--- src/rtl/mem_bus_arbiter_pkg.sv ---
// Shared types and helpers for the SRAM instruction/data port arbiter.
package mem_bus_arbiter_pkg;

  localparam int unsigned CNT_W   = 4;
  localparam logic [3:0]  SEL_ALL = 4'b1111;

  typedef enum logic [1:0] {
    ARB_IDLE = 2'd0,
    ARB_INST = 2'd1,
    ARB_DATA = 2'd2
  } arb_state_e;

  typedef enum logic {
    GRANT_INST = 1'b0,
    GRANT_DATA = 1'b1
  } grant_e;

  // Data wins a tie unless it was the last port served.
  function automatic logic pick_data(input logic inst_elig, input logic data_elig,
                                     input grant_e last_grant);
    return data_elig && (!inst_elig || (last_grant != GRANT_DATA));
  endfunction

endpackage

--- src/rtl/mem_bus_arbiter_access_timer.sv ---
// Loadable down-counter timing how long the SRAM is held per access.
module mem_bus_arbiter_access_timer
  import mem_bus_arbiter_pkg::*;
#(
  parameter int unsigned W = CNT_W
) (
  input  logic         clk,
  input  logic         rst,
  input  logic         load,
  input  logic [W-1:0] load_val,
  input  logic         dec,
  output logic         zero
);

  logic [W-1:0] count_q, count_d;

  // Load has priority; decrement saturates at zero.
  always_comb begin
    count_d = count_q;
    if (load) begin
      count_d = load_val;
    end else if (dec && (count_q != '0)) begin
      count_d = count_q - W'(1);
    end
  end

  // Counter register, synchronous reset.
  always_ff @(posedge clk) begin
    if (rst) begin
      count_q <= '0;
    end else begin
      count_q <= count_d;
    end
  end

  assign zero = (count_q == '0);

endmodule

--- src/rtl/mem_bus_arbiter.sv ---
// Arbitrates the single-port SRAM between IF instruction fetch and MEM data access.
module mem_bus_arbiter
  import mem_bus_arbiter_pkg::*;
#(
  parameter int unsigned ADDR_W        = 32,
  parameter int unsigned DATA_W        = 32,
  parameter int unsigned ACCESS_CYCLES = 2
) (
  input  logic              clk,
  input  logic              rst,
  input  logic              inst_req,
  input  logic [ADDR_W-1:0] inst_addr,
  output logic [DATA_W-1:0] inst_rdata,
  output logic              inst_done,
  input  logic              data_req,
  input  logic              data_we,
  input  logic [ADDR_W-1:0] data_addr,
  input  logic [3:0]        data_sel,
  input  logic [DATA_W-1:0] data_wdata,
  output logic [DATA_W-1:0] data_rdata,
  output logic              data_done,
  output logic              stall_req_if,
  output logic              stall_req_mem,
  output logic              sram_ce,
  output logic              sram_we,
  output logic [ADDR_W-1:0] sram_addr,
  output logic [3:0]        sram_sel,
  output logic [DATA_W-1:0] sram_wdata,
  input  logic [DATA_W-1:0] sram_rdata
);

  arb_state_e        state_q, state_d;
  grant_e            last_grant_q, last_grant_d;
  logic              inst_done_q, inst_done_d;
  logic              data_done_q, data_done_d;
  logic [DATA_W-1:0] inst_rdata_q, inst_rdata_d;
  logic [DATA_W-1:0] data_rdata_q, data_rdata_d;
  logic              sram_ce_q, sram_ce_d;
  logic              sram_we_q, sram_we_d;
  logic [ADDR_W-1:0] sram_addr_q, sram_addr_d;
  logic [3:0]        sram_sel_q, sram_sel_d;
  logic [DATA_W-1:0] sram_wdata_q, sram_wdata_d;

  logic tmr_load, tmr_dec, tmr_zero;
  logic inst_elig, data_elig, grant_data;

  // A port finishing this cycle must not be re-granted on its stale request.
  assign inst_elig  = inst_req && !inst_done_q;
  assign data_elig  = data_req && !data_done_q;
  assign grant_data = pick_data(inst_elig, data_elig, last_grant_q);

  mem_bus_arbiter_access_timer #(.W(CNT_W)) u_timer (
    .clk      (clk),
    .rst      (rst),
    .load     (tmr_load),
    .load_val (CNT_W'(ACCESS_CYCLES - 1)),
    .dec      (tmr_dec),
    .zero     (tmr_zero)
  );

  // Next-state, grant capture and completion logic.
  always_comb begin
    state_d      = state_q;
    last_grant_d = last_grant_q;
    inst_done_d  = 1'b0;
    data_done_d  = 1'b0;
    inst_rdata_d = inst_rdata_q;
    data_rdata_d = data_rdata_q;
    sram_ce_d    = sram_ce_q;
    sram_we_d    = sram_we_q;
    sram_addr_d  = sram_addr_q;
    sram_sel_d   = sram_sel_q;
    sram_wdata_d = sram_wdata_q;
    tmr_load     = 1'b0;
    tmr_dec      = 1'b0;

    case (state_q)
      ARB_IDLE: begin
        if (inst_elig || data_elig) begin
          tmr_load  = 1'b1;
          sram_ce_d = 1'b1;
          if (grant_data) begin
            state_d      = ARB_DATA;
            last_grant_d = GRANT_DATA;
            sram_we_d    = data_we;
            sram_addr_d  = data_addr;
            sram_sel_d   = data_sel;
            sram_wdata_d = data_wdata;
          end else begin
            state_d      = ARB_INST;
            last_grant_d = GRANT_INST;
            sram_we_d    = 1'b0;
            sram_addr_d  = inst_addr;
            sram_sel_d   = SEL_ALL;
            sram_wdata_d = '0;
          end
        end
      end
      ARB_INST: begin
        if (tmr_zero) begin
          inst_rdata_d = sram_rdata;
          inst_done_d  = 1'b1;
          sram_ce_d    = 1'b0;
          sram_we_d    = 1'b0;
          state_d      = ARB_IDLE;
        end else begin
          tmr_dec = 1'b1;
        end
      end
      ARB_DATA: begin
        if (tmr_zero) begin
          if (!sram_we_q) begin
            data_rdata_d = sram_rdata;
          end
          data_done_d = 1'b1;
          sram_ce_d   = 1'b0;
          sram_we_d   = 1'b0;
          state_d     = ARB_IDLE;
        end else begin
          tmr_dec = 1'b1;
        end
      end
      default: begin
        state_d   = ARB_IDLE;
        sram_ce_d = 1'b0;
        sram_we_d = 1'b0;
      end
    endcase
  end

  // State and registered outputs; reset aborts any access in flight.
  always_ff @(posedge clk) begin
    if (rst) begin
      state_q      <= ARB_IDLE;
      last_grant_q <= GRANT_INST;
      inst_done_q  <= 1'b0;
      data_done_q  <= 1'b0;
      inst_rdata_q <= '0;
      data_rdata_q <= '0;
      sram_ce_q    <= 1'b0;
      sram_we_q    <= 1'b0;
      sram_addr_q  <= '0;
      sram_sel_q   <= '0;
      sram_wdata_q <= '0;
    end else begin
      state_q      <= state_d;
      last_grant_q <= last_grant_d;
      inst_done_q  <= inst_done_d;
      data_done_q  <= data_done_d;
      inst_rdata_q <= inst_rdata_d;
      data_rdata_q <= data_rdata_d;
      sram_ce_q    <= sram_ce_d;
      sram_we_q    <= sram_we_d;
      sram_addr_q  <= sram_addr_d;
      sram_sel_q   <= sram_sel_d;
      sram_wdata_q <= sram_wdata_d;
    end
  end

  assign inst_rdata    = inst_rdata_q;
  assign inst_done     = inst_done_q;
  assign data_rdata    = data_rdata_q;
  assign data_done     = data_done_q;
  assign sram_ce       = sram_ce_q;
  assign sram_we       = sram_we_q;
  assign sram_addr     = sram_addr_q;
  assign sram_sel      = sram_sel_q;
  assign sram_wdata    = sram_wdata_q;
  assign stall_req_if  = inst_req && !inst_done_q;
  assign stall_req_mem = data_req && !data_done_q;

endmodule

--- config.mk ---
export PLATFORM = sky130hd
export DESIGN_NAME = mem_bus_arbiter
export DESIGN_NICKNAME = d
export VERILOG_FILES = /design/src/rtl/mem_bus_arbiter_pkg.sv /design/src/rtl/mem_bus_arbiter_access_timer.sv /design/src/rtl/mem_bus_arbiter.sv
export SDC_FILE = /design/constraint.sdc
export NUM_CORES = 1
export LEC_CHECK = 0
export ABC_AREA = 1
export CORE_ASPECT_RATIO = 0.75
export CORE_MARGIN = 2
export CORE_UTILIZATION = 30
export CTS_CLUSTER_SIZE = 12
export DETAILED_ROUTE_END_ITERATION = 16
export GPL_ROUTABILITY_DRIVEN = 0
export SLEW_MARGIN = 20
export SYNTH_ARGS = -nofsm -noshare
export SYNTH_HDL_FRONTEND = slang
export SYNTH_SLANG_ARGS = --single-unit
--- constraint.sdc ---
create_clock -name clk -period 1.6 [get_ports clk]
set_input_delay 0.32 -clock clk [delete_from_list [all_inputs] [get_ports clk]]
set_output_delay 0.32 -clock clk [all_outputs]
set_load 0.01 [all_outputs]
# After elaboration in Yosys (flattened, before gate mapping)
# Cells that the tools add are included.
[word_totals]
ff_bits = 143
in_bits = 137
[classes]
n_addsub = 1
n_eq_ne = 4
n_mux = 21
bitwise = 4
reduce_logical = 21
[ops]
columns = ["op", "n"]
rows = [
  ["$mux 32", 2],
  ["$mux 1", 12],
  ["$reduce_or 2->1", 4],
  ["$mux 2", 3],
  ["$reduce_and 2->1", 3],
  ["$logic_and 1x1->1", 4],
  ["$logic_not 4->1", 1],
  ["$mux 4", 1],
  ["$not 1->1", 4],
  ["$pmux 1 s2", 2],
  ["$pmux 2 s2", 1],
  ["$reduce_bool 4->1", 1],
  ["$sub 4x1->4 const B", 1],
  ["$logic_not 1->1", 3],
  ["$reduce_and 3->1", 1],
  ["$eq 2x1->1 const B", 1],
  ["$eq 2x2->1 const B", 1],
  ["$logic_not 2->1", 1],
  ["$logic_or 1x1->1", 2],
  ["$ne 2x1->1 const B", 1],
  ["$ne 2x2->1 const B", 1],
  ["$reduce_bool 2->1", 1],
]

# Depth between registers and ports, before layout
[logic_depth]
depth_word = 8
ltp_mapped = 10
mapped_depth_nobuf = 8

# Hierarchy
# From an unflattened synthesis, not the netlist that was laid out.
[unflattened]
hier_cells = 800
area_unflattened_um2 = 5699.2
[by_module_without_submodules]
columns = ["mod", "n_inst", "cells_each", "area_per_inst_um2"]
rows = [
  ["mem_bus_arbiter", 1, 759, 5425.2],
  ["mem_bus_arbiter_access_timer", 1, 41, 274.0],
]

# Worst setup path before layout
# OpenSTA, ideal clock, no wires.
[synth_timing]
path_type = "register to register"
startpoint = "reg state_q[0]"
endpoint = "reg sram_addr_q[0] (netlist: sram_addr[0])"
setup_ns = 0.121
t_arrival_ns = 1.234
path_slack_ns = 0.245
stages_incl_launch_ff = 10
n_path_buf = 2
period_less_slack_ns = 1.355
path_cell_list = "dfxtp_1 -> inv_1 -> ha_1 -> nand2_2 -> nand2_1 -> inv_2 -> buf_6 -> buf_6 -> nand2_1 -> o21ai_0"
[synth_between]
elab_chain_len = 2
[synth_lines]
columns = ["element", "line_no", "text"]
rows = [
  ["start: declaration", "mem_bus_arbiter.sv:32", "arb_state_e state_q, state_d;"],
  ["start signal: assignment", "mem_bus_arbiter.sv:146", "state_q <= state_d;"],
  ["$logic_not 2->1", "mem_bus_arbiter.sv:77", "case (state_q)"],
  ["$reduce_and 2->1 (no line)", "-", ""],
  ["end signal: assignment", "mem_bus_arbiter.sv:154", "sram_addr_q <= sram_addr_d;"],
  ["end: declaration", "mem_bus_arbiter.sv:40", "logic [ADDR_W-1:0] sram_addr_q, sram_addr_d;"],
]
# Every way passes these cells.
# A chain may end at the register's enable or synchronous reset.

# Worst setup path in the final report
[layout_timing]
startpoint = "in data_req"
endpoint = "out stall_req_mem"
[layout_between]
elab_chain_len = 1
[layout_lines]
columns = ["element", "line_no", "text"]
rows = [
  ["start: declaration", "mem_bus_arbiter.sv:15", "input logic data_req,"],
  ["$logic_and 1x1->1", "mem_bus_arbiter.sv:170", "assign stall_req_mem = data_req && !data_done_q;"],
  ["end: declaration", "mem_bus_arbiter.sv:23", "output logic stall_req_mem,"],
]
# Every way passes these cells.

==> reports/metrics.cfg <==
[status]
status=finished, final reports clean

[logic_synthesis]
ys_types=21
synth_compound_area_share_pct=15.7
synth_xor_area_share_pct=0
synth_nets=893
yosys.area_share.adder_pct=0.902
yosysWarnings=0
synth-simple-area-share_pct=19.8
synth_top_family_by_area=simple AND/OR/NAND/NOR gates
ys_ff_latch=143
synthMuxAreaShare_pct=0
syn_area_um2=5550
synth.yosys.seq_area_share_pct=51.6
syn_avg_cell_area_um2=7.38
synthCells=752

[place]
place.detailed.hpwl_mm=12.3
detailedPlace.worstSlack_ns=-0.206
port-buffer-count=274

[critical_path]
reg2reg_depth=8
r2r-end=sram_wdata[13]$_SDFFE_PP0P_
startpoint=data_req
rrSetupSlack_ns=0.15
worstSetupEndpointType=output pin
start_kind=primary input
critical_path_class=in2out
worst_ep_required_time_ns=1.28
cp_max_fo=3
r2r_start=state_q[0]$_SDFFE_PP0P_
cp-endpoint=stall_req_mem
crit_arrival_ns=1.21

[detailed_routing]
routed_via_density=4.23
num_vias=5468
drt_iter0_drc=284
drc=0
wl_per_cell_um=13.3
finalWirelength_mm=17.2
dr.pass1.iters=6
ant_nets=0

[global_route]
grt_overflow=0
gr-usage-all-layers_pct=17.4
grt_start_max_net_pins=66
antenna_found_initial=0
grt_pass1_vias=5199
grt_first_pass_wirelength_mm=27.0

[clocking]
holdBufCountCts=0
cts_buffer_depth=2
cts_resized=138
cts_made_buffers=17
path_clk_slew_ns=0.06
cts_tree=yes
cts_post_setup_buffers_inserted=0
root_buffer=clkbuf_16
clkLatencyLatePin_ns=0.41
htree_num_levels=4
cts.sinks=143

[final_layout]
nets=1173
antenna_cells=0
drive_gt1_share_pct=7.08
num-fill-cells=1851
synthToLayoutAreaGrowth_pct=64.0

[power_and_ir_drop]
total_power_mw=11.4
vdd_drop_max_mv=0.649
leakage_nw=4.28
powerDensity_nw_per_um2=1250

[timing]
period_minus_slack_ns=1.53
max-slew-margin-rel_pct=70.1
fin_crit_sh_pct=95.8
drv_slew=0
worst_slew_pin_slew_ns=0.448
tns_ns=0
fmax_mhz=652
setup_viol=0
rsz0062_at_grt=false
clock_skew_ns=0.00756
final_hold_viol_count=0
setup_ws_ns=0.0670

[floorplan]
die_h_um=122
fp.dieW_um=161
core_um2=18300
num_io_pins=275
rows=43
initial_core_util_pct=30.3
dieArea_um2=19600

[worst_hold_path]
worstHoldPathType=in2reg

[job]
drv_cap=0

-- logic make-up after synthesis --
group | Yosys count
AOI/OAI and AO/OA | 174
and+or+nand+nor | 276
buffers and inverters | 155
adders and majority gates | 4
DFF | 143
-- routing by layer --
metal	wire, µm	share of wire (%)	global-route usage [%]	vias up
met4	153	0.89	4.46	0
met2	7400	43	27.2	185
met1	8160	48	22.9	2390
met3	1440	8.4	6.16	14
li1	-	-	-	2879
met5	0	0	0	-
-- worst max-delay path: stages --
cell	delay (ns)
clkdlybuf4s50_1	0.46
nand2_1	0.08
inv_1	0.08
dlygate4sd2_1	0.27
-- power by group --
group          switching [mW]  total (mW)  internal [mW]
Sequential              0.273        4.41           4.13
Combinational            1.61        3.03           1.42
Clock                    1.70        3.93           2.24
Total                    3.58        11.4           7.79
-- per-stage QoR --
step	cell area [µm²]	util (%)	hold slack, ns	cells
after floorplan	5550	-	0.420	752
after global routing	9100	49.7	0.410	1292
after CTS	9090	49.7	0.374	1292
after global placement	8680	47.5	0.430	1260
after detailed placement	8680	47.5	0.435	1260
final	9100	49.7	0.393	1292
-- sequential cells by signal (all words and copies together) (netlist names) --
signal / flops
inst_rdata: 32
sram_sel: 4
u_timer.count_q: 4
data_rdata: 32
sram_wdata: 32
state_q: 2
inst_done: 1
sram_we: 1
sram_addr: 32
last_grant_q: 1
data_done: 1
sram_ce: 1
-- area by class of cell --
class	instances	area [µm²]	share of cell area, %
timing repair buffer	301	2880	31.7
clock inverter	14	144	1.58
sequential	143	2860	31.5
multi-input combinational	454	2030	22.3
tap	247	309	3.40
clock buffer	18	439	4.83
inverter	115	434	4.77
-- cells in the final DEF, fill, tap and decap left out, types with 17 or more instances in the layout --
cell,count
dlygate4sd2_1,138
buf_4,18
nor2_1,48
nand2_1,213
clkdlybuf4s50_1,135
dfxtp_1,142
clkbuf_16,17
o21ai_0,91
a21oi_1,70
inv_1,112
-- synthesized netlist by cell type, drive strengths merged --
master  instances  share of area [%]
dfxtp         143                 52
inv           115                7.8
o21ai         104                9.4
nand2         217                 15
nand3           5               0.68
buf            27                3.2
a21oi          70                6.3
clkbuf         13               0.97
ha              4               0.90
nand3b          1               0.14
nor3            3               0.47
nor2           50                3.7
-- how the worst min path moves through the flow --
stage | endpoint | start | depth (start not counted) | slack [ns]
final | u_timer.count_q[3]$_SDFFE_PP0P_ | rst | 5 | 0.39
after global routing | u_timer.count_q[3]$_SDFFE_PP0P_ | rst | 5 | 0.41
after CTS | u_timer.count_q[3]$_SDFFE_PP0P_ | rst | 5 | 0.37
after detailed placement | inst_rdata[18]$_SDFFE_PP0P_ | inst_rdata[18]$_SDFFE_PP0P_ | 2 | 0.43
after global placement | inst_rdata[0]$_SDFFE_PP0P_ | inst_rdata[0]$_SDFFE_PP0P_ | 2 | 0.43
after floorplan | last_grant_q$_SDFFE_PP0P_ | last_grant_q$_SDFFE_PP0P_ | 2 | 0.42
(Power assumes the default switching activity.)
